===== src/rtl/uart_pkg.sv =====
`default_nettype none
// ============================================================================
// Module      : uart_pkg
// Description : Shared types and constants for the uart_phy serial engine.
//               Optional even parity is enabled by defining UART_PARITY_EN.
// Revision    : 1.0 - initial release
// ============================================================================
package uart_pkg;

    localparam int UART_DATA_BITS = 8;

`ifdef UART_PARITY_EN
    // start + data + parity + stop
    localparam int UART_FRAME_BITS = UART_DATA_BITS + 3;

    typedef enum logic [2:0] {
        TX_IDLE  = 3'd0,
        TX_START = 3'd1,
        TX_DATA  = 3'd2,
        TX_PAR   = 3'd3,
        TX_STOP  = 3'd4
    } uart_tx_state_t;

    typedef enum logic [2:0] {
        RX_IDLE  = 3'd0,
        RX_START = 3'd1,
        RX_DATA  = 3'd2,
        RX_PAR   = 3'd3,
        RX_STOP  = 3'd4
    } uart_rx_state_t;
`else
    // start + data + stop
    localparam int UART_FRAME_BITS = UART_DATA_BITS + 2;

    typedef enum logic [2:0] {
        TX_IDLE  = 3'd0,
        TX_START = 3'd1,
        TX_DATA  = 3'd2,
        TX_STOP  = 3'd4
    } uart_tx_state_t;

    typedef enum logic [2:0] {
        RX_IDLE  = 3'd0,
        RX_START = 3'd1,
        RX_DATA  = 3'd2,
        RX_STOP  = 3'd4
    } uart_rx_state_t;
`endif

endpackage
`default_nettype wire


===== src/rtl/uart_bit_timer.sv =====
`default_nettype none
// ============================================================================
// Module      : uart_bit_timer
// Description : Down-counting bit timer. Loading value N makes expire assert
//               N cycles later; the count holds at zero instead of wrapping.
// Revision    : 1.0 - initial release
// ============================================================================
module uart_bit_timer #(
    parameter int WIDTH = 3
) (
    input  logic             clk,
    input  logic             rstn,
    input  logic             load,
    input  logic [WIDTH-1:0] load_val,
    output logic             expire
);

    logic [WIDTH-1:0] r_cnt;

    // Load on request, otherwise count down and saturate at zero
    always_ff @(posedge clk or negedge rstn) begin
        if (!rstn) begin
            r_cnt <= '0;
        end else if (load) begin
            r_cnt <= load_val;
        end else if (r_cnt != '0) begin
            r_cnt <= r_cnt - WIDTH'(1);
        end
    end

    assign expire = (r_cnt == '0);

endmodule
`default_nettype wire


===== src/rtl/uart_phy.sv =====
`default_nettype none
// ============================================================================
// Module      : uart_phy
// Description : 8N1 UART serialiser/deserialiser behind the AHB-UART bridge.
//               Define UART_PARITY_EN for 8E1 framing (even parity bit).
// Revision    : 1.0 - initial release
// ============================================================================
module uart_phy
    import uart_pkg::*;
#(
    parameter int CLK_DIV = 868
) (
    input  logic       clk,
    input  logic       rstn,
    input  logic       tx_valid,
    input  logic [7:0] tx_data,
    output logic       tx_ready,
    input  logic       rx_ready,
    output logic       rx_valid,
    output logic [7:0] rx_data,
    output logic       rx_frame_err,
    output logic       rx_overrun,
    output logic       txd,
    input  logic       rxd
);

    localparam int TW = $clog2(CLK_DIV);
    // A load of N expires N cycles later, so a full bit needs CLK_DIV-1
    localparam logic [TW-1:0] c_bit_reload  = TW'(CLK_DIV - 1);
    // Mid-bit offset, less one cycle for the edge-detect flop and one for the load
    localparam logic [TW-1:0] c_half_reload = TW'(CLK_DIV / 2 - 2);
    localparam logic [2:0]    c_last_bit    = 3'(UART_DATA_BITS - 1);

    // ------------------------------------------------------------------ TX
    uart_tx_state_t r_tx_state;
    logic [7:0]     r_tx_shreg;
    logic [2:0]     r_tx_idx;
    logic           r_txd;
    logic           w_tx_load;
    logic           w_tx_expire;
`ifdef UART_PARITY_EN
    logic           r_tx_par;
`endif

    assign tx_ready  = (r_tx_state == TX_IDLE);
    assign txd       = r_txd;
    assign w_tx_load = (r_tx_state == TX_IDLE) ? tx_valid : w_tx_expire;

    uart_bit_timer #(.WIDTH(TW)) u_tx_timer (
        .clk      (clk),
        .rstn     (rstn),
        .load     (w_tx_load),
        .load_val (c_bit_reload),
        .expire   (w_tx_expire)
    );

    // TX frame sequencer; txd is registered so each level lasts a full bit
    always_ff @(posedge clk or negedge rstn) begin
        if (!rstn) begin
            r_tx_state <= TX_IDLE;
            r_tx_shreg <= 8'h00;
            r_tx_idx   <= 3'd0;
            r_txd      <= 1'b1;
`ifdef UART_PARITY_EN
            r_tx_par   <= 1'b0;
`endif
        end else begin
            case (r_tx_state)
                TX_IDLE: begin
                    if (tx_valid) begin
                        r_tx_shreg <= tx_data;
                        r_tx_idx   <= 3'd0;
                        r_txd      <= 1'b0;
                        r_tx_state <= TX_START;
`ifdef UART_PARITY_EN
                        r_tx_par   <= ^tx_data;
`endif
                    end
                end
                TX_START: begin
                    if (w_tx_expire) begin
                        r_txd      <= r_tx_shreg[0];
                        r_tx_shreg <= r_tx_shreg >> 1;
                        r_tx_state <= TX_DATA;
                    end
                end
                TX_DATA: begin
                    if (w_tx_expire) begin
                        if (r_tx_idx == c_last_bit) begin
`ifdef UART_PARITY_EN
                            r_txd      <= r_tx_par;
                            r_tx_state <= TX_PAR;
`else
                            r_txd      <= 1'b1;
                            r_tx_state <= TX_STOP;
`endif
                        end else begin
                            r_txd      <= r_tx_shreg[0];
                            r_tx_shreg <= r_tx_shreg >> 1;
                            r_tx_idx   <= r_tx_idx + 3'd1;
                        end
                    end
                end
`ifdef UART_PARITY_EN
                TX_PAR: begin
                    if (w_tx_expire) begin
                        r_txd      <= 1'b1;
                        r_tx_state <= TX_STOP;
                    end
                end
`endif
                TX_STOP: begin
                    if (w_tx_expire) begin
                        r_tx_state <= TX_IDLE;
                    end
                end
                default: begin
                    r_txd      <= 1'b1;
                    r_tx_state <= TX_IDLE;
                end
            endcase
        end
    end

    // ------------------------------------------------------------------ RX
    logic [1:0]     r_sync;
    logic           r_rxs_prev;
    logic           w_rxs;
    uart_rx_state_t r_rx_state;
    logic [7:0]     r_rx_shreg;
    logic [2:0]     r_rx_idx;
    logic           r_rx_valid;
    logic [7:0]     r_rx_data;
    logic           r_rx_frame_err;
    logic           r_rx_overrun;
    logic           w_rx_fall;
    logic           w_rx_load;
    logic [TW-1:0]  w_rx_load_val;
    logic           w_rx_expire;
    logic           w_rx_accept;
    logic           w_stop_ok;
`ifdef UART_PARITY_EN
    logic           r_rx_par_bad;
`endif

    assign w_rxs         = r_sync[1];
    assign w_rx_fall     = r_rxs_prev && !w_rxs;
    assign w_rx_accept   = r_rx_valid && rx_ready;
    assign w_rx_load     = (r_rx_state == RX_IDLE) ? w_rx_fall : w_rx_expire;
    assign w_rx_load_val = (r_rx_state == RX_IDLE) ? c_half_reload : c_bit_reload;
`ifdef UART_PARITY_EN
    assign w_stop_ok     = w_rxs && !r_rx_par_bad;
`else
    assign w_stop_ok     = w_rxs;
`endif

    assign rx_valid      = r_rx_valid;
    assign rx_data       = r_rx_data;
    assign rx_frame_err  = r_rx_frame_err;
    assign rx_overrun    = r_rx_overrun;

    uart_bit_timer #(.WIDTH(TW)) u_rx_timer (
        .clk      (clk),
        .rstn     (rstn),
        .load     (w_rx_load),
        .load_val (w_rx_load_val),
        .expire   (w_rx_expire)
    );

    // Two-flop synchroniser plus a delayed copy for falling-edge detection
    always_ff @(posedge clk or negedge rstn) begin
        if (!rstn) begin
            r_sync     <= 2'b11;
            r_rxs_prev <= 1'b1;
        end else begin
            r_sync     <= {r_sync[0], rxd};
            r_rxs_prev <= r_sync[1];
        end
    end

    // RX frame sequencer and bridge-side handshake
    always_ff @(posedge clk or negedge rstn) begin
        if (!rstn) begin
            r_rx_state     <= RX_IDLE;
            r_rx_shreg     <= 8'h00;
            r_rx_idx       <= 3'd0;
            r_rx_valid     <= 1'b0;
            r_rx_data      <= 8'h00;
            r_rx_frame_err <= 1'b0;
            r_rx_overrun   <= 1'b0;
`ifdef UART_PARITY_EN
            r_rx_par_bad   <= 1'b0;
`endif
        end else begin
            r_rx_frame_err <= 1'b0;
            r_rx_overrun   <= 1'b0;
            if (w_rx_accept) begin
                r_rx_valid <= 1'b0;
            end
            case (r_rx_state)
                RX_IDLE: begin
                    if (w_rx_fall) begin
                        r_rx_state <= RX_START;
                    end
                end
                RX_START: begin
                    if (w_rx_expire) begin
                        if (w_rxs) begin
                            r_rx_state <= RX_IDLE;
                        end else begin
                            r_rx_idx   <= 3'd0;
                            r_rx_state <= RX_DATA;
                        end
                    end
                end
                RX_DATA: begin
                    if (w_rx_expire) begin
                        r_rx_shreg <= {w_rxs, r_rx_shreg[7:1]};
                        if (r_rx_idx == c_last_bit) begin
`ifdef UART_PARITY_EN
                            r_rx_state <= RX_PAR;
`else
                            r_rx_state <= RX_STOP;
`endif
                        end else begin
                            r_rx_idx <= r_rx_idx + 3'd1;
                        end
                    end
                end
`ifdef UART_PARITY_EN
                RX_PAR: begin
                    if (w_rx_expire) begin
                        r_rx_par_bad <= (w_rxs != ^r_rx_shreg);
                        r_rx_state   <= RX_STOP;
                    end
                end
`endif
                RX_STOP: begin
                    if (w_rx_expire) begin
                        r_rx_state <= RX_IDLE;
                        if (w_stop_ok) begin
                            // An accept in this cycle frees the holding slot first
                            if (!r_rx_valid || w_rx_accept) begin
                                r_rx_data  <= r_rx_shreg;
                                r_rx_valid <= 1'b1;
                            end else begin
                                r_rx_overrun <= 1'b1;
                            end
                        end else begin
                            r_rx_frame_err <= 1'b1;
                        end
                    end
                end
                default: begin
                    r_rx_state <= RX_IDLE;
                end
            endcase
        end
    end

endmodule
`default_nettype wire


===== config.mk =====
export PLATFORM = sky130hd
export DESIGN_NAME = uart_phy
export DESIGN_NICKNAME = d
export VERILOG_FILES = /design/src/rtl/uart_pkg.sv /design/src/rtl/uart_bit_timer.sv /design/src/rtl/uart_phy.sv
export SDC_FILE = /design/constraint.sdc
export NUM_CORES = 1
export LEC_CHECK = 0
export ABC_AREA = 1
export CAP_MARGIN = 5
export CORE_MARGIN = 2
export CORE_UTILIZATION = 29
export DETAILED_ROUTE_END_ITERATION = 8
export PLACE_DENSITY = 0.44
export SYNTH_ARGS = -nofsm -noshare
export SYNTH_HDL_FRONTEND = slang
export SYNTH_HIERARCHICAL = 1
export SYNTH_SLANG_ARGS = --single-unit

===== constraint.sdc =====
create_clock -name clk -period 2.14 [get_ports clk]
set_input_delay 0.428 -clock clk [delete_from_list [all_inputs] [get_ports clk]]
set_output_delay 0.428 -clock clk [all_outputs]
set_load 0.01 [all_outputs]

==> reports/metrics.yaml <==
synth_warnings: 6
synth-main-ff-cell: "dfrtp_1"
yosysTopAreaCellShare_pct: 43.1
fin_crit_sh_pct: 90.0
seqPwrFrac_pct: 32.7
synthTopCellsByCount: "161 x nand2_1, 59 x dfrtp_1, 42 x inv_1"
nets: 511
synth_cells: 432
dp_hpwl_um: 5090
clk_pin_slew_ns: 0.06
netlist_area_mm2: 0.00343
grt_pass1_wl_um: 13000
die_h_um: 113
ys_async_sr_fraction_pct: 100
synth_simple_gate_area_share_pct: 37.5
cts.htree.levels: 3
num_vias: 2733
drc: 0
die_w_um: 113
place_worst_setup_slack_ns: 0.0322
holdBufCountCts: 0
clock_sinks: 63
period_minus_slack_ns: 1.92
p_int_mw: 3.35
crit_type: "reg2reg"
grt_max_degree: 49
muxShareOfSynthArea_pct: 0
status: "completed"
drtIter0Drc: 149
final_area_mm2: 0.00435
fp.dieArea_mm2: 0.0127
dp_cells: 619
avgSynthCellArea_um2: 7.93
area_delta_synth_final_pct: 26.8
worstPathArrival_ns: 2.17
layout.cells.non_filler: 640
clkPwrFrac_pct: 28.2
cts_buffer_depth: 2
synth_top_family_by_area: "simple AND/OR/NAND/NOR gates"
power.leakage_nw: 2.12
antenna_found_initial: 0
synth.most_common_cell: "nand2_1"
synth-seq-cells: 63
yosys-top-cells-area: "dfrtp_1 43%, nand2_1 18%, inv_1 4.6%, o21ai_1 4.1%, nor2_1 3.2%"
crit_path_start_kind: "flip-flop"
switching_share_pct: 39.2
fin_skew_ns: 0.00860
antennaDiodeCount: 0
cts_tree: "built"
hold_class: "in2async"
first_pass_iters: 6
multi_input_area_mm2: 0.00171
crit_path_max_fanout: 11
viasPerCell: 4.27
required_ns: 2.39
tns_ns: 0
yosys.area.top_type: "dfrtp_1"
synth_adder_area_share_pct: 2.19
drive_gt1_share_pct: 18.3
grt_pass1_vias: 2766
portBuffers: 25
ff2ff_path_depth: 13
pin_count: 26
ant_nets: 0
synthXorXnorAreaFrac_pct: 1.79
fmax_mhz: 519
ir_drop_v: 0.000446
hold_violations: 0
synth_edf_count: 0
cp-end-kind: "flip-flop"
finalWeightedCongestion: 0.795
layout_setup_ws_ns: 0.215
ys_types: 32
combPwrFrac_pct: 39.1
whs_ns: 0.0470
ys_seq_area_share_pct: 46.1
clock_latency_ns: 0.32
wl_per_cell_um: 11.3
drv_slew: 0
placed_area_mm2: 0.00397
root_buffer: "clkbuf_16"
start_util_pct: 29.9
p_switching_mw: 2.16
wl_um: 7200
core_area_mm2: 0.0115
setup_viol: 0
power-per-cell-area_mw_per_mm2: 1270
fillCellCount: 1203
register_area_mm2: 0.00158
core.rowCount: 39
synth_compound_area_share_pct: 6.39
cap_violations: 0
grt_usage_pct: 12.6
gr-total-overflow: 0
numCtsBuffers: 9
==> routing by layer <==
metal  track usage, %  vias to the layer above  wire [um]
met3             2.57                        4        190
met5                0                        -          0
met2             19.5                       28       3200
met1             17.6                     1237       3750
met4             4.63                        0         66
li1                 -                     1464          -
==> state kept, by name, indices dropped and copies added, names as in the netlist <==
name              flops
rx_data               8
rx_valid              1
txd                   1
u_rx_timer/r_cnt     10
r_rx_state            3
rx_overrun            1
r_tx_shreg            8
u_tx_timer/r_cnt     10
r_rx_idx              3
r_rx_shreg            8
r_tx_state            3
r_sync                2
r_rxs_prev            1
rx_frame_err          1
r_tx_idx              3
==> metrics by stage <==
step                power (mW)  utilization (%)
global route              6.01             37.9
floorplan                 3.42                -
CTS                       5.56             37.4
global placement          3.94             34.6
finish                    5.51             37.9
detailed placement        3.96             34.6
==> cells in the final DEF (no fill, tap or decap), types with 5 or more instances in the layout <==
master	count
nor2_2	10
o21ai_0	10
xor2_1	6
nand3_1	21
nor2_4	8
dfrtp_1	57
conb_1	14
nor2_1	28
buf_4	14
o21ai_1	29
inv_2	7
nand2_1	161
inv_1	39
nand2_2	8
clkbuf_16	9
ha_1	5
clkdlybuf4s50_1	23
==> power by group through the flow <==
stage               combinational [mW]  clock (mW)  sequential [mW]
floorplan                         1.66           0             1.76
global placement                  2.13           0             1.82
detailed placement                2.14           0             1.82
CTS                               2.17        1.60             1.79
global route                      2.51        1.65             1.85
finish                            2.15        1.55             1.80
==> logic make-up after synthesis <==
group | count (synthesis)
adders and majority gates | 6
and+or+nand+nor | 260
xor gates and xnor gates | 7
other | 2
AOI/OAI and AO/OA | 43
buffers and inverters | 51
DFF | 63
==> critical path, stage by stage, from the launching register on <==
cell and delay (ns):
dfrtp_1 0.38, inv_2 0.07, ha_2 0.17, inv_1 0.05, nor2_2 0.11, nand4_2 0.16
nor2_4 0.15, inv_1 0.10, o21ai_1 0.16, buf_6 0.16, inv_2 0.08, nand4_4 0.12
nand2_1 0.06, o21ai_1 0.07
==> timing repair <==
action                                 in CTS  in global routing
buffers inserted                            1                  4
pin swaps                                   0                  2
gates resized for setup                     1                 11
setup endpoints to repair                   1                 21
endpoints found under the hold margin       0                  0
==> final timing paths <==
| check | start | to | slack (ns) |
|---|---|---|---|
| min reg2reg | r_sync[0] | r_sync[1] | 0.35 |
| max in group asynchronous | rstn | r_sync[0] | 1.42 |
| min | rstn | r_tx_state[0] | 0.05 |
| min in group clk | r_sync[0] | r_sync[1] | 0.35 |
| max reg2reg | u_rx_timer/r_cnt[0] | u_rx_timer/r_cnt[1] | 0.22 |
| max | u_rx_timer/r_cnt[0] | u_rx_timer/r_cnt[1] | 0.22 |
==> layout make-up <==
cell class	instances	share of cell area (%)
timing repair buffer	41	8.84
clock inverter	6	1.96
multi-input combinational	330	39.2
tap	143	4.12
clock buffer	10	5.27
inverter	47	4.12
sequential	63	36.5
Power figures use the tool's default switching activity.
==> patch: new RTL, config.mk and constraints unchanged <==
Build with the macro `UART_PARITY_EN` defined.
--- a/src/rtl/uart_pkg.sv
+++ b/src/rtl/uart_pkg.sv
@@ -5,6 +5,8 @@
 //               Optional even parity is enabled by defining UART_PARITY_EN.
 // Revision    : 1.0 - initial release
 // ============================================================================
+`define UART_PARITY_EN
+
 package uart_pkg;
 
     localparam int UART_DATA_BITS = 8;
Behaviour: no difference found for any inputs over 10 cycles, from zero or initial values and one cycle with rstn low; that may be too few to reach the edited logic, so the function may still have changed.
==> patch against the unedited design <==
- sequential share of layout area is 1.3 points lower
- sequential cell count is 2 higher
- critical path depth is 9 lower
- clock power is 8% lower
- final area is 7.1% higher
- synthesized area is 9.4% higher
- total power is 9.3% higher
- worst setup slack worse by 0.13 ns
- fmax is 6.2% lower
- wire length is 11% higher
- first-iteration DRC count is 4.0% lower
- critical path type is now reg -> out
- critical endpoint is now tx_ready
- largest cell class unchanged
==> patch: results (changes against the unedited design) <==
Placed design
  • Placed instance count: 699 (+13%)
  • Hpwl dp: 5715 um (+12%)
  • Placed cell area: 4319 um^2 (+8.8%)
  • Final Wtd Congestion: 0.7748 (-2.5%)
  • Port buffer count: 25 (unchanged)

Critical path
  • Worst EP arrival: 1.62 ns (-0.55 ns)
  • CP max FO: 5 (-6)

Detailed routing
  • Vias per inst: 4.266 (-0.10%)
  • Initial DRC Count: 143 (-4.0%)
  • 1st-pass router iterations: 4 (-2)
  • Total Wirelength: 8014 um (+11%)
  • DR vias: 3063 (+12%)

Synth
  • Synth Flop Type: dfrtp_1
  • Synth unique cells: 35 (+9.4%)
  • Async set-or-reset flop fraction in the synthesized netlist: 100.0% (unchanged)
  • Top cells by count, synth: nand2_1, dfrtp_1, inv_1, nor2_1, o21ai_0
  • Seq/Total Area, Yosys: 43.51% (-2.6 points)
  • Synth Instances: 485 (+12%)
  • Top post-synthesis cells by area: dfrtp_1, nand2_1, inv_1
  • Synth Warn #: 6 (unchanged)

Final layout
  • Fraction of layout cells with a size suffix above 1: 17.58% (-0.73 points)
  • Diodes inserted: 0 (unchanged)
  • Nets: 561 (+9.8%)
  • Biggest regs: u_rx_timer/r_cnt: 10 flops, u_tx_timer/r_cnt: 10 flops

Clocking
  • Clock Latency Late Sink: 0.34 ns (+0.02 ns)
  • Max Root-Sink Buffers: 2 (unchanged)
  • Number of buffers created by CTS: 9 (unchanged)
  • Clock root cell: clkbuf_16
  • CTS H-tree lvls: 3 (unchanged)
  • Clk pin slew, worst setup/hold paths: 0.06 ns (about the same)

Global routing
  • Initial antenna violation count: 0 (unchanged)
  • GRT Total Usage: 12.49% (-0.12 points)
  • Largest net degree at the start of global routing: 66 (+35%)
  • First-pass GRT wire length: 13930 um (+7.5%)
  • Vias in the first global route: 2920 (+5.6%)

Pwr
  • P_leak: 0.002260 uW (+6.6%)
  • Power per cell area: 1292 nW/um^2 (+2.0%)
  • Peak supply drop: 0.3941 mV (-12%)

Status
  • Status: complete, no violations

Timing
  • Clk_skew: 0.008546 ns (-0.00005720 ns)

Min path
  • Hold Path Class: in -> async
patch: cell types whose count changed after synthesis, sizes merged, moves of 3 or more:
cell | unedited run | this run
o211ai | 0 | 5
inv | 47 | 58
nand3 | 27 | 16
nor3 | 2 | 5
o21ai | 40 | 51
nor2 | 47 | 54
nand2 | 172 | 182
xnor2 | 1 | 4
patch: cell families (layout without fill, tap and decap cells):
logic type | count (synthesis) | count (layout) | share of synthesized area, %
compound gates | 66 | 66 | 9.543
xor+xnor | 12 | 12 | 2.803
fa+ha+maj | 7 | 7 | 2.336
buf+inv | 63 | 112 | 6.439
flops | 65 | 65 | 43.51
other cells | 2 | 14 | 0.2003
simple gates | 270 | 270 | 35.17
patch: power by group:
group	switching, uW	total (uW)	internal, uW	leakage (uW)
registers	322	1930	1610	0.000829
logic	1650	2670	1020	0.00129
clock network	570	1420	847	0.000139
patch: worst paths after layout:
path                                                 start                               to  slack, ns  cells after the start
max                              r_tx_state[2]$_DFFE_PN0P_                         tx_ready       0.09                      4
min                                                   rstn  u_rx_timer/r_cnt[3]$_DFFE_PN0P_       0.11                      2
max reg2reg                u_tx_timer/r_cnt[1]$_DFFE_PN0P_  u_tx_timer/r_cnt[6]$_DFFE_PN0P_       0.20                     14
min reg2reg                            r_sync[0]$_DFF_PN1_              r_sync[1]$_DFF_PN1_       0.36                      0
max in group asynchronous                             rstn              r_sync[1]$_DFF_PN1_       1.71                      2
min in group clk                       r_sync[0]$_DFF_PN1_              r_sync[1]$_DFF_PN1_       0.36                      0
patch: critical path, stage by stage (launching register included):
cell             delay (ns)
dfrtp_2                0.45
nor2_4                 0.14
nand2_2                0.07
inv_1                  0.09
clkdlybuf4s50_1        0.54
patch: routing by layer:
metal	vias up	routed length (um)	global-route usage, %	share of wire [%]
li1	1627	-	-	-
met1	1404	3949	15.97	49
met2	24	3687	19.77	46
met3	8	260	4.312	3.2
met4	0	117	4.066	1.5
met5	-	0	0	0
patch: through the flow:
stage / TNS, ns / total power, uW / worst slack (ns) / hold WS [ns]
2_1_floorplan: 0 / 3871 / 0.03652 / 0.1324
3_3_place_gp: 0 / 4510 / 0.07149 / 0.3475
3_5_place_dp: -0.002264 / 4541 / -0.002264 / 0.3475
4_1_cts: 0 / 6048 / 0.001757 / 0.1130
5_1_grt: 0 / 6576 / 0.01042 / 0.1350
6_report: 0 / 6015 / 0.08818 / 0.1092
patch: final cells by class:
class | count | area [um^2]
clock buffer | 12 | 256.5
sequential | 65 | 1634
fill | 1355 | 7965
tap | 172 | 215.2
clock inverter | 4 | 26.28
inverter | 58 | 221.5
timing repair buffer | 38 | 359.1
multi-input combinational | 369 | 1942
patch: repair_timing:
action | CTS | global route
setup endpoints to repair | 5 | 19
buffers inserted | 2 | 1
pin swaps | 1 | 2
gates resized for setup | 2 | 11
